===== src/rtl/otter_crypto_engine.sv =====
// Iterated rotate/xor/add block cipher: encrypt or decrypt one operand in ROUNDS cycles.
// Latency: DONE rises ROUNDS+1 edges after START is driven. START is ignored while BUSY or DONE; there is no backpressure.
module otter_crypto_engine #(
  parameter int DATA_W = 32,
  parameter int ROUNDS = 4,
  parameter int ROT    = 5
) (
  input  logic              CLK,
  input  logic              RST_N,
  input  logic              START,
  input  logic              MODE,
  input  logic [DATA_W-1:0] DIN,
  input  logic [DATA_W-1:0] KEY,
  output logic              BUSY,
  output logic              DONE,
  output logic [DATA_W-1:0] DOUT
);
  localparam int CW = (ROUNDS > 1) ? $clog2(ROUNDS) : 1;
  localparam logic [CW-1:0] LAST = CW'(ROUNDS - 1);

  typedef enum logic [1:0] {ST_IDLE, ST_RUN, ST_DONE} state_t;

  state_t            state, state_nxt;
  logic [CW-1:0]     cnt;
  logic [CW-1:0]     idx;
  logic [DATA_W-1:0] x_q, key_q, round_key, round_out;
  logic              mode_q;
  int unsigned       kshift;

  // Rotations through a doubled word so a zero shift needs no special case.
  function automatic logic [DATA_W-1:0] rotl(input logic [DATA_W-1:0] v, input int unsigned sh);
    logic [2*DATA_W-1:0] t;
    t = {v, v} << sh;
    return t[2*DATA_W-1:DATA_W];
  endfunction

  function automatic logic [DATA_W-1:0] rotr(input logic [DATA_W-1:0] v, input int unsigned sh);
    logic [2*DATA_W-1:0] t;
    t = {v, v} >> sh;
    return t[DATA_W-1:0];
  endfunction

  always_comb begin
    idx       = mode_q ? (LAST - cnt) : cnt;
    kshift    = 32'(idx) % 32'(DATA_W);
    round_key = rotl(key_q, kshift);
    if (mode_q)
      round_out = rotr(x_q - round_key, ROT) ^ round_key;
    else
      round_out = rotl(x_q ^ round_key, ROT) + round_key;
  end

  always_ff @(posedge CLK or negedge RST_N) begin
    if (!RST_N) state <= ST_IDLE;
    else        state <= state_nxt;
  end

  always_comb begin
    state_nxt = state;
    case (state)
      ST_IDLE: if (START) state_nxt = ST_RUN;
      ST_RUN:  if (cnt == LAST) state_nxt = ST_DONE;
      ST_DONE: state_nxt = ST_IDLE;
      default: state_nxt = ST_IDLE;
    endcase
  end

  always_ff @(posedge CLK or negedge RST_N) begin
    if (!RST_N) begin
      cnt    <= '0;
      x_q    <= '0;
      key_q  <= '0;
      mode_q <= 1'b0;
      DOUT   <= '0;
    end else begin
      case (state)
        ST_IDLE: begin
          if (START) begin
            x_q    <= DIN;
            key_q  <= KEY;
            mode_q <= MODE;
            cnt    <= '0;
          end
        end
        ST_RUN: begin
          x_q <= round_out;
          // Counter saturates on the final round so it never wraps.
          if (cnt == LAST) DOUT <= round_out;
          else             cnt  <= cnt + 1'b1;
        end
        default: ;
      endcase
    end
  end

  assign BUSY = (state == ST_RUN);
  assign DONE = (state == ST_DONE);

endmodule


===== config.mk =====
export PLATFORM = sky130hd
export DESIGN_NAME = otter_crypto_engine
export DESIGN_NICKNAME = d
export VERILOG_FILES = /design/src/rtl/otter_crypto_engine.sv
export SDC_FILE = /design/constraint.sdc
export NUM_CORES = 1
export LEC_CHECK = 0
export CAP_MARGIN = 20
export CORE_MARGIN = 1.5
export CORE_UTILIZATION = 63
export DETAILED_ROUTE_END_ITERATION = 16
export MAX_ROUTING_LAYER = met4
export PLACE_DENSITY = 0.88
export SLEW_MARGIN = 30
export SYNTH_ARGS = -nofsm -noshare
export SYNTH_HDL_FRONTEND = slang
export SYNTH_SLANG_ARGS = --single-unit

===== constraint.sdc =====
create_clock -name CLK -period 17 [get_ports CLK]
set_input_delay 2.55 -clock CLK [delete_from_list [all_inputs] [get_ports CLK]]
set_output_delay 2.55 -clock CLK [all_outputs]
set_load 0.01 [all_outputs]

==> Word-level counts from Yosys, hierarchy flattened <==
Cells that the tools add are included.
{ "word_totals": {"out_inout_bits": 34, "word_cells": 36, "mem_bits_rw": 0, "latchBits": 0, "inputBits": 68, "memories": 0, "romBits": 0, "register_bits": 101} }
{ "classes": {"mul": 0, "n_lt_le_gt_ge": 0, "bitwise_logic": 2, "n_addsub": 4, "div": 0, "reduce_logical": 7, "n_eq_ne": 6, "muxes": 10, "shifts": 1} }
{ "ops": {"columns": ["operator", "n"], "rows": [
  ["32-bit 2-to-1 mux", 2],
  ["32-bit one-hot mux with 2 select lines", 1],
  ["64-bit by 2-bit << shifter with 64-bit output", 1],
  ["32-bit XOR", 2],
  ["32-bit adder", 1],
  ["32-bit subtractor", 1],
  ["2-bit 2-to-1 mux", 5],
  ["2-bit one-hot mux with 2 select lines", 2],
  ["2-bit AND reduction", 4],
  ["2-bit == test (second input constant)", 2],
  ["2-bit != test (second input constant)", 2],
  ["3-bit AND reduction", 1],
  ["2-bit by 1-bit adder with 2-bit output (second input constant)", 1],
  ["2-bit by 1-bit == test with 1-bit output (second input constant)", 1],
  ["2-bit logical NOT", 1],
  ["2-bit by 1-bit != test with 1-bit output (second input constant)", 1],
  ["2-bit nonzero test", 1],
  ["2-bit subtractor (first input constant)", 1]
]} }

==> Logic depth before layout (Yosys ltp) <==
{ "depth": {"depth_word": 7, "ltp_mapped": 24, "depth_no_buf": 20} }

==> Worst setup path before layout <==
OpenSTA, ideal clock, no wires.
{ "synth_timing": {"path_kind": "reg-to-reg", "start": "reg mode_q", "end": "reg x_q[22]", "setup_time_ns": 0.142, "period_less_slack_ns": 5.857, "stages_incl_launch_ff": 24, "path_slack_ns": 11.143, "arrival_ns": 5.716, "t_required_ns": 16.858, "n_path_buf": 4, "cell_sequence": "dfrtp_1 > buf_6 > xor2_1 > buf_4 > buf_1 > clkbuf_1 > mux2i_1 > inv_1 > ha_1 > inv_1 > ha_1 > fa_1 > a21o_1 > a21oi_1 > o21a_1 > maj3_1 > a211oi_1 > o21ai_0 > o21ai_0 > a221o_1 > a41oi_1 > xnor2_1 > o211ai_1 > a21oi_1"} }
{ "synth_via": {"elab_chain_cells": 6, "word_cells_on_any_way": 8, "classes_between": "2 x add/sub; 1 x shift; 3 x mux; 2 x bitwise"} }
{ "synth_lines": {"columns": ["element", "line_no", "text"], "rows": [
  ["start, declared", "27", "logic mode_q;"],
  ["start signal, assigned", "73", "mode_q <= 1'b0;"],
  ["start signal, assigned", "81", "mode_q <= MODE;"],
  ["2-bit 2-to-1 mux", "44", "idx = mode_q ? (LAST - cnt) : cnt;"],
  ["64-bit by 2-bit << shifter with 64-bit output", "33", "t = {v, v} << sh;"],
  ["32-bit XOR / 32-bit subtractor (equally long branches)", "50, 48", null],
  ["32-bit adder / 32-bit XOR (equally long branches)", "50, 48", null],
  ["32-bit 2-to-1 mux *", "47", "if (mode_q)"],
  ["32-bit one-hot mux with 2 select lines *", "76", "case (state)"],
  ["end signal, assigned", "86", "x_q <= round_out;"],
  ["end, declared", "26", "logic [DATA_W-1:0] x_q, key_q, round_key, round_out;"]
]} }
Every way passes the cells marked *; elsewhere a longest branch is shown, timed or not.
A chain may end at the register's enable or synchronous reset.

==> Worst setup path in the final report <==
{ "layout_timing": {"start": "reg mode_q", "end": "reg DOUT[31]"} }
{ "layout_via": {"elab_chain_cells": 5, "word_cells_on_any_way": 7, "classes_between": "2 x add/sub; 1 x shift; 2 x mux; 2 x bitwise"} }
{ "layout_lines": {"columns": ["element", "line_no", "text"], "rows": [
  ["2-bit 2-to-1 mux", "44", null],
  ["64-bit by 2-bit << shifter with 64-bit output", "33", null],
  ["32-bit XOR / 32-bit subtractor (equally long branches)", "50, 48", null],
  ["32-bit adder / 32-bit XOR (equally long branches)", "50, 48", null],
  ["32-bit 2-to-1 mux *", "47", null],
  ["end signal, assigned", "88", "if (cnt == LAST) DOUT <= round_out;"],
  ["end, declared", "16", "output logic [DATA_W-1:0] DOUT"]
]} }
Marked as above.

==> flow_results.xml <==
<?xml version="1.0" encoding="UTF-8"?>
<metrics>
  <group name="synth">
    <metric name="post_synth.cell_area_avg" unit="um^2">8.14</metric>
    <metric name="post_synth_inst_count" unit="">1175</metric>
    <metric name="ys.warnings.count" unit="">0</metric>
    <metric name="synth.ff_latch_count" unit="">101</metric>
    <metric name="mappedNetlistArea" unit="um^2">9560</metric>
    <metric name="top_reg_cell_synth" unit="">sky130_fd_sc_hd__dfrtp_1</metric>
    <metric name="synth-async-reset-ratio" unit="%">100</metric>
    <metric name="synth.yosys.seq_area_share" unit="%">26.4</metric>
    <metric name="yosys.cell_types.count" unit="">85</metric>
    <metric name="number_of_enable_flip_flop_cells_after_synthesis" unit="">0</metric>
    <metric name="synth.net_count" unit="">1295</metric>
  </group>
  <group name="detailed_routing">
    <metric name="dr.first_iter.drc_count" unit="">890</metric>
    <metric name="remaining_drc_errors" unit="">0</metric>
    <metric name="drt_first_pass_iters" unit="">7</metric>
    <metric name="routedWlPerCell" unit="um">21.7</metric>
    <metric name="via_count" unit="">9306</metric>
    <metric name="drt_total_wl" unit="um">30900</metric>
    <metric name="drtAntennaViolNets" unit="">0</metric>
    <metric name="drt-vias-per-instance" unit="">6.53</metric>
  </group>
  <group name="floorplan">
    <metric name="rows" unit="">44</metric>
    <metric name="chip_width" unit="um">126</metric>
    <metric name="io-pin-count" unit="">102</metric>
    <metric name="starting_density_of_the_core" unit="%">65.1</metric>
    <metric name="die_area" unit="um^2">15900</metric>
    <metric name="die_y" unit="um">126</metric>
    <metric name="placeableCoreArea" unit="um^2">14700</metric>
  </group>
  <group name="status">
    <metric name="result_of_the_run" unit="">finished, final reports clean</metric>
  </group>
  <group name="final_layout">
    <metric name="diodes" unit="">0</metric>
    <metric name="drive_gt1_share" unit="%">6.77</metric>
    <metric name="filler_cell_count" unit="">1125</metric>
    <metric name="synthToLayoutAreaGrowth" unit="%">14.8</metric>
    <metric name="fin_nets" unit="">1356</metric>
  </group>
  <group name="clocking">
    <metric name="cts.repair.resized" unit="">0</metric>
    <metric name="cts_tree" unit="">built</metric>
    <metric name="cts_num_sinks" unit="">101</metric>
    <metric name="ctsRootBufferMaster" unit="">sky130_fd_sc_hd__clkbuf_16</metric>
    <metric name="h-tree-depth" unit="">3</metric>
    <metric name="cts.reportedPaths.clkPinSlew" unit="ns">0.08</metric>
    <metric name="later_pin_clock_latency_in_the_skew_report" unit="ns">0.37</metric>
    <metric name="cts.path.max_buffers" unit="">2</metric>
    <metric name="number_of_buffers_inserted_to_repair_setup_after_cts" unit="">0</metric>
    <metric name="cts_made_buffers" unit="">9</metric>
    <metric name="cts_hold_buffers" unit="">0</metric>
  </group>
  <group name="timing">
    <metric name="fin_setup_tns" unit="ns">0</metric>
    <metric name="hold-worst-slack" unit="ns">0.478</metric>
    <metric name="final-hold-violation-count" unit="">0</metric>
    <metric name="grt_setup_unrepaired" unit="">false</metric>
    <metric name="maxSlewHeadroom" unit="%">38.7</metric>
    <metric name="achievable-frequency" unit="MHz">146</metric>
    <metric name="layout_min_cycle_time" unit="ns">6.86</metric>
    <metric name="final-max-slew-violation-count" unit="">0</metric>
    <metric name="worst-slew-pin-transition" unit="ns">0.917</metric>
    <metric name="setup_slack" unit="ns">10.14</metric>
    <metric name="finalSetupViolCount" unit="">0</metric>
    <metric name="fin_crit_sh" unit="%">40.4</metric>
    <metric name="fin_skew" unit="ns">0.0130</metric>
  </group>
  <group name="global_route">
    <metric name="grtUsageTotal" unit="%">41.1</metric>
    <metric name="largest_net_degree_at_the_start_of_global_routing" unit="">67</metric>
    <metric name="initial_antenna_violation_count" unit="">0</metric>
    <metric name="grt_pass1_wl" unit="um">49000</metric>
    <metric name="via_count_of_the_first_global_routing_pass" unit="">9120</metric>
    <metric name="use_met1" unit="%">53.1</metric>
    <metric name="globalRoute.totalOverflow" unit="">0</metric>
    <metric name="grt_use_met3" unit="%">7.09</metric>
    <metric name="grt_use_met2" unit="%">64.4</metric>
    <metric name="grt_most_used_layer" unit="">met2</metric>
  </group>
  <group name="run">
    <metric name="timing.max_cap.violations" unit="">0</metric>
  </group>
  <group name="placement">
    <metric name="port_buffers" unit="">101</metric>
    <metric name="preCtsSetupSlack" unit="ns">10.37</metric>
    <metric name="finalWeightedCongestion" unit="">1.00</metric>
    <metric name="dp.final_hpwl" unit="um">23500</metric>
  </group>
  <group name="min_path">
    <metric name="min-delay-path-class" unit="">flip-flop to flip-flop</metric>
  </group>
  <group name="worst_setup_path">
    <metric name="worst-r2r-setup-slack" unit="ns">10.14</metric>
    <metric name="required" unit="ns">17.22</metric>
    <metric name="worstSetupPathType" unit="">flip-flop to flip-flop</metric>
    <metric name="setup.worst_path.start_class" unit="">flip-flop</metric>
    <metric name="worst_ep_arrival_time" unit="ns">7.09</metric>
    <metric name="crit_path_max_fanout" unit="">46</metric>
    <metric name="crit_path_end_kind" unit="">flip-flop</metric>
  </group>
</metrics>
[cell usage in the layout (no fill, tap or decap), types with 7 or more instances in the layout]
master                            count
sky130_fd_sc_hd__nand2_1            160
sky130_fd_sc_hd__a21oi_1            105
sky130_fd_sc_hd__dfrtp_1            100
sky130_fd_sc_hd__clkdlybuf4s50_1    100
sky130_fd_sc_hd__xnor2_1             86
sky130_fd_sc_hd__o21ai_0             78
sky130_fd_sc_hd__inv_1               71
sky130_fd_sc_hd__nor2_1              70
sky130_fd_sc_hd__ha_1                50
sky130_fd_sc_hd__mux2i_1             45
sky130_fd_sc_hd__xor2_1              30
sky130_fd_sc_hd__nand3_1             22
sky130_fd_sc_hd__buf_4               20
sky130_fd_sc_hd__nor3_1              17
sky130_fd_sc_hd__and3_1              17
sky130_fd_sc_hd__a21o_1              14
sky130_fd_sc_hd__mux4_2              11
sky130_fd_sc_hd__a211oi_1            11
sky130_fd_sc_hd__o21a_1              11
sky130_fd_sc_hd__o31ai_1             10
sky130_fd_sc_hd__o21ai_1              9
sky130_fd_sc_hd__maj3_1               9
sky130_fd_sc_hd__a31oi_1              9
sky130_fd_sc_hd__o22ai_1              9
sky130_fd_sc_hd__o22a_1               9
sky130_fd_sc_hd__clkbuf_16            9
sky130_fd_sc_hd__nor2b_1              8
sky130_fd_sc_hd__and2_1               8
sky130_fd_sc_hd__o21bai_1             8
sky130_fd_sc_hd__nand2b_1             7
sky130_fd_sc_hd__o211ai_1             7
[through the flow]
step / instance area (um^2) / instances / util (%)
after floorplan: 9560 / 1175 / -
after global placement: 10700 / 1409 / 72.7
after detailed placement: 10700 / 1409 / 72.7
after CTS: 11000 / 1425 / 74.7
after global routing: 11000 / 1425 / 74.7
final: 11000 / 1425 / 74.7
[kinds of logic after synthesis]
group	after synthesis	share of synthesized area (%)
flops	101	26.4
compound gates	335	22.6
simple gates	346	16.6
buf+inv	145	6.07
xor+xnor	119	11.2
mux	66	9.07
fa+ha+maj	63	8.14
[cell type report]
class	instances	area, um^2	area share (%)
multi-input combinational	929	6490	59.2
sequential	101	2530	23.0
timing repair buffer	120	1150	10.5
inverter	75	282	2.56
tap	184	230	2.10
clock buffer	10	229	2.09
clock inverter	6	62.6	0.570
[critical path, stage by stage, from the launching register on]
cell                       delay, ns
sky130_fd_sc_hd__dfrtp_2        0.70
sky130_fd_sc_hd__buf_4          0.57
sky130_fd_sc_hd__xor2_4         0.18
sky130_fd_sc_hd__buf_4          0.49
sky130_fd_sc_hd__mux2i_1        0.18
sky130_fd_sc_hd__mux2i_1        0.48
sky130_fd_sc_hd__inv_1          0.11
sky130_fd_sc_hd__ha_1           0.44
sky130_fd_sc_hd__inv_1          0.14
sky130_fd_sc_hd__ha_1           0.25
sky130_fd_sc_hd__a21oi_1        0.24
sky130_fd_sc_hd__o21ai_0        0.21
sky130_fd_sc_hd__o41ai_1        0.37
sky130_fd_sc_hd__maj3_1         0.32
sky130_fd_sc_hd__o21a_1         0.23
sky130_fd_sc_hd__o21ai_1        0.13
sky130_fd_sc_hd__a211o_1        0.30
sky130_fd_sc_hd__o31ai_1        0.48
sky130_fd_sc_hd__o21ai_0        0.22
sky130_fd_sc_hd__a21boi_0       0.17
sky130_fd_sc_hd__nor4_1         0.34
sky130_fd_sc_hd__o21ai_0        0.13
[synthesized netlist by cell type, types with 5 or more instances]
cell / number / area (um^2)
sky130_fd_sc_hd__o21a_1: 11 / 82.6
sky130_fd_sc_hd__nor2b_1: 8 / 50.1
sky130_fd_sc_hd__mux2_2: 5 / 56.3
sky130_fd_sc_hd__xor2_1: 31 / 272
sky130_fd_sc_hd__xnor2_1: 86 / 753
sky130_fd_sc_hd__inv_1: 71 / 267
sky130_fd_sc_hd__nand2b_1: 8 / 50.1
sky130_fd_sc_hd__o21ai_0: 78 / 390
sky130_fd_sc_hd__nand3_1: 23 / 115
sky130_fd_sc_hd__mux4_2: 11 / 248
sky130_fd_sc_hd__and3_1: 17 / 106
sky130_fd_sc_hd__buf_1: 10 / 37.5
sky130_fd_sc_hd__and2_1: 8 / 50.1
sky130_fd_sc_hd__clkbuf_1: 49 / 184
sky130_fd_sc_hd__o211ai_1: 7 / 52.6
sky130_fd_sc_hd__nand4_1: 6 / 37.5
sky130_fd_sc_hd__mux2i_1: 45 / 450
sky130_fd_sc_hd__ha_1: 50 / 626
sky130_fd_sc_hd__nand2_1: 160 / 601
sky130_fd_sc_hd__a31oi_1: 9 / 56.3
sky130_fd_sc_hd__o211a_1: 5 / 50.1
sky130_fd_sc_hd__buf_2: 5 / 25.0
sky130_fd_sc_hd__nor2_1: 71 / 267
sky130_fd_sc_hd__dfrtp_1: 101 / 2530
sky130_fd_sc_hd__o22ai_1: 9 / 56.3
sky130_fd_sc_hd__a211oi_1: 11 / 82.6
sky130_fd_sc_hd__nor3b_1: 5 / 37.5
sky130_fd_sc_hd__o31ai_1: 10 / 75.1
sky130_fd_sc_hd__a21oi_1: 105 / 526
sky130_fd_sc_hd__maj3_1: 9 / 90.1
sky130_fd_sc_hd__a21o_1: 14 / 105
sky130_fd_sc_hd__o22a_1: 9 / 78.8
sky130_fd_sc_hd__nor3_1: 17 / 85.1
sky130_fd_sc_hd__o21bai_1: 8 / 60.1
sky130_fd_sc_hd__o21ai_1: 9 / 45.0
[final timing paths]
| path | from | end | depth (start not counted) |
|---|---|---|---|
| max in group asynchronous | RST_N | mode_q$_DFFE_PN0P_ | 2 |
| min | DOUT[13]$_DFFE_PN0P_ | DOUT[13]$_DFFE_PN0P_ | 2 |
| min in group asynchronous | RST_N | DOUT[16]$_DFFE_PN0P_ | 1 |
| min reg2reg | DOUT[13]$_DFFE_PN0P_ | DOUT[13]$_DFFE_PN0P_ | 2 |
| max reg2reg | mode_q$_DFFE_PN0P_ | DOUT[31]$_DFFE_PN0P_ | 21 |
| max | mode_q$_DFFE_PN0P_ | DOUT[31]$_DFFE_PN0P_ | 21 |
[metal layers]
metal / up-vias / share of wire (%)
li1: 4281 / -
met1: 4416 / 41
met2: 535 / 45
met3: 74 / 9.6
met4: 0 / 3.7
met5: - / 0
[sequential cells by signal (all words and copies together) (netlist names)]
register,count
mode_q,1
x_q,32
state,2
cnt,2
key_q,32
DOUT,32
Power is left out: the tool's default activity adds up to more than one toggle a clock period on the data nets, which glitch-free logic cannot reach.
